### src/rtl/gray_counter.sv
// Up/down counter holding its count in binary and Gray code side by side, both
// registered, with parallel load (binary or Gray), wrap/saturate ends and a terminal-count pulse.
module gray_counter #(
  parameter int WIDTH    = 5,
  parameter bit SATURATE = 1'b0
) (
  input  logic             clk,
  input  logic             rst,
  input  logic             en,
  input  logic             up_dn,
  input  logic             load,
  input  logic             load_gray,
  input  logic [WIDTH-1:0] load_val,
  output logic [WIDTH-1:0] bin_out,
  output logic [WIDTH-1:0] gray_out,
  output logic             tc
);

  localparam logic [WIDTH-1:0] MAX_COUNT = '1;

  logic [WIDTH-1:0] bin_nxt;
  logic [WIDTH-1:0] gray_nxt;
  logic             tc_nxt;
  logic             at_end;

  // MSB passes straight through; each lower bit folds in everything above it.
  function automatic logic [WIDTH-1:0] gray_to_bin(input logic [WIDTH-1:0] g);
    logic [WIDTH-1:0] b;
    b[WIDTH-1] = g[WIDTH-1];
    for (int i = WIDTH - 2; i >= 0; i--) begin
      b[i] = b[i+1] ^ g[i];
    end
    return b;
  endfunction

  assign at_end = up_dn ? (bin_out == MAX_COUNT) : (bin_out == '0);

  always_comb begin
    // NOTE: every output of this block gets a default first, so no path can infer a latch.
    bin_nxt = bin_out;
    tc_nxt  = 1'b0;
    if (load) begin
      bin_nxt = load_gray ? gray_to_bin(load_val) : load_val;
    end else if (en) begin
      tc_nxt = at_end;
      if (!(at_end && SATURATE)) begin
        bin_nxt = up_dn ? bin_out + WIDTH'(1) : bin_out - WIDTH'(1);
      end
    end
  end

  // Gray is encoded from the next binary value so gray_out leaves a flop directly.
  assign gray_nxt = bin_nxt ^ (bin_nxt >> 1);

  always_ff @(posedge clk) begin
    // NOTE: non-blocking assignments keep all three registers updating on the same edge.
    if (rst) begin
      bin_out  <= '0;
      gray_out <= '0;
      tc       <= 1'b0;
    end else begin
      bin_out  <= bin_nxt;
      gray_out <= gray_nxt;
      tc       <= tc_nxt;
    end
  end

endmodule
### config.mk
export PLATFORM = sky130hd
export DESIGN_NAME = gray_counter
export DESIGN_NICKNAME = d
export VERILOG_FILES = /design/src/rtl/gray_counter.sv
export SDC_FILE = /design/constraint.sdc
export NUM_CORES = 1
export LEC_CHECK = 0
export ABC_AREA = 0
export CORE_ASPECT_RATIO = 0.9
export CORE_MARGIN = 2
export CORE_UTILIZATION = 45
export DETAILED_ROUTE_END_ITERATION = 7
export PLACE_DENSITY = 0.77
export SLEW_MARGIN = 20
export SYNTH_ARGS = -nofsm -noshare
export SYNTH_HDL_FRONTEND = slang
export SYNTH_SLANG_ARGS = --single-unit
export TNS_END_PERCENT = 1
### constraint.sdc
create_clock -name clk -period 2.36 [get_ports clk]
set_input_delay 0.472 -clock clk [delete_from_list [all_inputs] [get_ports clk]]
set_output_delay 0.472 -clock clk [all_outputs]
set_load 0.005 [all_outputs]
# == Word-level counts from Yosys, hierarchy flattened ==
# Index checks and enable logic that the tools add are counted.
# Widths: inputs -> output; s select.
# op_classes
bitwise,6
muxes,5
reduce_logical,2
eq_ne,1
add_sub_neg,2
# op_table
operator,count
$mux 5,3
$add 5x1->5 const B,1
$eq 5x5->1 const B,1
$logic_not 5->1,1
$sub 5x1->5 const B,1
$xor 5x4->5,1
$mux 4,1
$xor 1x1->1,4
$reduce_or 3->1,1
$mux 1,1
$not 1->1,1
# totals
output_inout_bits,11
register_bits,11
word_cells,19
input_bits,11

# == Logic depth before layout (Yosys ltp) ==
# depth
word_depth,7
ltp_mapped,7

# == Worst setup path before layout ==
# No wires, ideal clock.
# synth_path
path_kind,input port to flip-flop
from,in load_val[3]
to,reg gray_out[0]
cell_stages,5
n_path_buf,0
slack_ns,0.396
arrival_time_ns,1.843
cell_sequence,xnor3_2 > xor2_1 > or3_1 > a31o_1 > mux2_4
# synth_via
elab_chain_len,7
# synth_lines
item,line,text
from (decl),13,"input logic [WIDTH-1:0] load_val,"
$xor 1x1->1 (*) (3 in a row),31,b[i] = b[i+1] ^ g[i];
$xor 1x1->1,31,
$mux 4 (*),43,bin_nxt = load_gray ? gray_to_bin(load_val) : load_val;
$mux 5 (*),42,if (load) begin
$xor 5x4->5 (*),53,assign gray_nxt = bin_nxt ^ (bin_nxt >> 1);
to (signal assigned),63,gray_out <= gray_nxt;
to (decl),15,"output logic [WIDTH-1:0] gray_out,"
# Mark *: on every way between the ends. The rest lies on a longest branch, timed or not.
# A chain may end at the register's enable or synchronous reset.

# == Worst setup path in the final report ==
# layout_path
from,in up_dn
to,reg gray_out[3]
# layout_via
elab_chain_len,4
# layout_lines
item,line,text
from (decl),10,"input logic up_dn,"
$mux 5,47,bin_nxt = up_dn ? bin_out + WIDTH'(1) : bin_out - WIDTH'(1);
$mux 5,44,end else if (en) begin
$mux 5,42,
$xor 5x4->5,53,
# Every way passes these cells.

==> reports/results.ini <==
[run_status]
status = finished clean

[logic_synthesis]
synth_xor_area_frac = 0.106
synth_area_um2 = 719
synthesis.nets = 101
synth_top_family_by_area = simple AND/OR/NAND/NOR gates
ys.flop_type = dfxtp_1
ys_ff_latch = 10
muxShareOfSynthArea = 0.0504
netlist.area_leader.share = 0.278
yosys.area_share.adder = 0.0800
async_flop_share = 0
yosysSeqAreaShare = 0.278
synthSimpleGateAreaFrac = 0.256
yosysUniqueCellTypes = 34
avgSynthCellArea_um2 = 8.37
syn_inst = 86
synthTopCellsByArea = dfxtp_1 28%, nor2b_1 6.1%, ha_1 5.2%
synth-edff-count = 0
synth_compound_area_frac = 0.177
yosysTopAreaCell = dfxtp_1
yosysWarnings = 0

[cells_and_area]
antenna-diode-count = 0
final_common_cell = clkdlybuf4s50_1
drive_gt1_frac = 0.133
final_cell_mix = 21 x clkdlybuf4s50_1, 10 x dfxtp_1, 8 x nor2_1
final_core_util = 0.694
num-nets-final = 129
syn2layout_area_growth_pct = 41.2
n_fill_cell = 126

[setup_path]
crit_required_ps = 2560
arrival_ps = 2450
cp_slowest_cell = clkdlybuf4s50_1
worst-path-max-fanout = 4
path_cells = clkdlybuf4s50_1, inv_1, ha_1, a21o_1, a21oi_1, mux2_2, a21o_1, mux2i_1
path_class = in2reg
critPathMostFrequentCell = a21o_1
end_kind = register
slowest_delay_ps = 540
start_kind = input port

[floorplanning]
die_w_um = 46.1
fp.coreArea_mm2 = 0.00146
initial_utilization = 0.491
io_pins = 22
num_rows = 13
die_h_um = 41.9
dieArea_mm2 = 0.00193

[job]
cap_violations = 0

[sta]
fmax_mhz = 444
min_period_ps = 2250
worst_pin_slew_ps = 475
skew_ps = 4.59
rsz0062_at_grt = no
setup_viol = 0
hold_viol_final = 0
whs_ps = 664
period_share = 0.955
max_slew_margin = 0.682
finalMaxSlewViolations = 0

[grt]
antenna_found_initial = 0
track_usage = 0.199
grt_max_degree = 15
overflow = 0
grt_pass1_wl_um = 2790
grt_pass1_vias = 660

[clock_tree]
cts_tree = done
clock_path_buffers = 2
clk_root_buffer_cell = clkbuf_4
clkSlewWorstSetupHoldPaths_ps = 70
numCtsBuffers = 3
post_cts_buffers = 0
htreeDepth = 1
clock_latency_ps = 270
clkSinkCount = 10

[placement]
dp_hpwl_um = 1220
place_congestion = 0.800
port_buffers = 21

[routing]
viasPerCell = 5.27
wl_met1_um = 739
dr_total_vias = 675
drtIter0Drc = 15
routedWlPerCell_um = 12.4
wl_met3_um = 51
top_layer = met4
drt-total-wl_um = 1590
drcViolationCount = 0
dr.pass1.iters = 4
ant_nets = 0
met2_length_um = 791

[power_and_ir_drop]
p_comb_frac = 0.366
internal_power_mw = 0.405
p_switching_mw = 0.161
pwr_density_cell_mw_per_mm2 = 557
swShare = 0.285
p_leak_nw = 0.431
clkPwrFrac = 0.273
seqPwrFrac = 0.361
peakVddDrop_mv = 0.248

[min_path]
min_path_type = reg2reg

stage by stage:
step	cells	TNS (ps)	worst slack (ps)	area, um2	power [mW]
2_1_floorplan	86	0	396	719	0.319
3_3_place_gp	124	-398	-138	975	0.408
3_5_place_dp	124	-593	-174	975	0.411
4_1_cts	128	0	107	1010	0.568
5_1_grt	128	0	20.1	1020	0.602
6_report	128	0	107	1020	0.566
cell usage after synthesis (2+ instances only):
| master | n |
|---|---|
| dfxtp_1 | 10 |
| nor2_1 | 8 |
| nand2_1 | 7 |
| nor2b_1 | 7 |
| inv_1 | 5 |
| nor3_1 | 4 |
| a21o_1 | 3 |
| a31oi_1 | 3 |
| ha_1 | 3 |
| nand3b_1 | 3 |
| xnor2_1 | 3 |
| xor2_1 | 3 |
| a211oi_1 | 2 |
| a21oi_1 | 2 |
| clkbuf_1 | 2 |
| o21ai_0 | 2 |
| or3_1 | 2 |
cells by family after synthesis:
family	count (synthesis)
flip-flops	10
AND/OR/NAND/NOR	35
adder cells (fa/ha/maj)	4
XOR/XNOR	7
AO/OA/AOI/OAI	18
buffers and inverters	9
multiplexers	3
path summary, 6_finish.rpt:
check                 to  cells past startpoint  slack [ps]  startpoint
max reg2reg  gray_out[0]                      7         360  bin_out[0]
min reg2reg           tc                      2         660  bin_out[4]
min                   tc                      2         660  bin_out[4]
max          gray_out[3]                      8         110       up_dn
critical path: cells and delay by family:
family          cells  cell delay (ps)
compound gates      3              530
buf+inv             2              640
mux                 2              510
fa+ha+maj           1              300
state kept, by name, indices dropped and copies added, names as in the netlist:
| name | flops |
|---|---|
| bin_out | 5 |
| tc | 1 |
| gray_out | 4 |
area by class of cell:
type	instances	area, um2	share of cell area
inverters	5	18.8	0.0185
repair buffers	27	255	0.251
well taps	15	18.8	0.0185
clock buffers	4	36.3	0.0357
multi-input cells	67	487	0.479
flip-flops and latches	10	200	0.197
power groups by stage:
stage / logic, mW / clock network [mW] / registers, mW
after floorplan: 0.112 / 0 / 0.207
after global placement: 0.200 / 0 / 0.208
after detailed placement: 0.203 / 0 / 0.208
after CTS: 0.206 / 0.157 / 0.204
after global routing: 0.228 / 0.166 / 0.208
final: 0.207 / 0.155 / 0.205
per-layer routing:
metal / GRT usage / vias up
met3: 0.0652 / 2
met2: 0.331 / 17
met1: 0.241 / 302
met5: 0 / -
li1: - / 354
met4: 0.0514 / 0
what timing repair did:
action / in CTS / in global routing
hold buffers: 0 / 0
endpoints found under the setup margin: 0 / 1
resized for setup: 0 / 1
hold endpoints to repair: 0 / 0
Note: power is estimated with default switching activity, not from simulation.
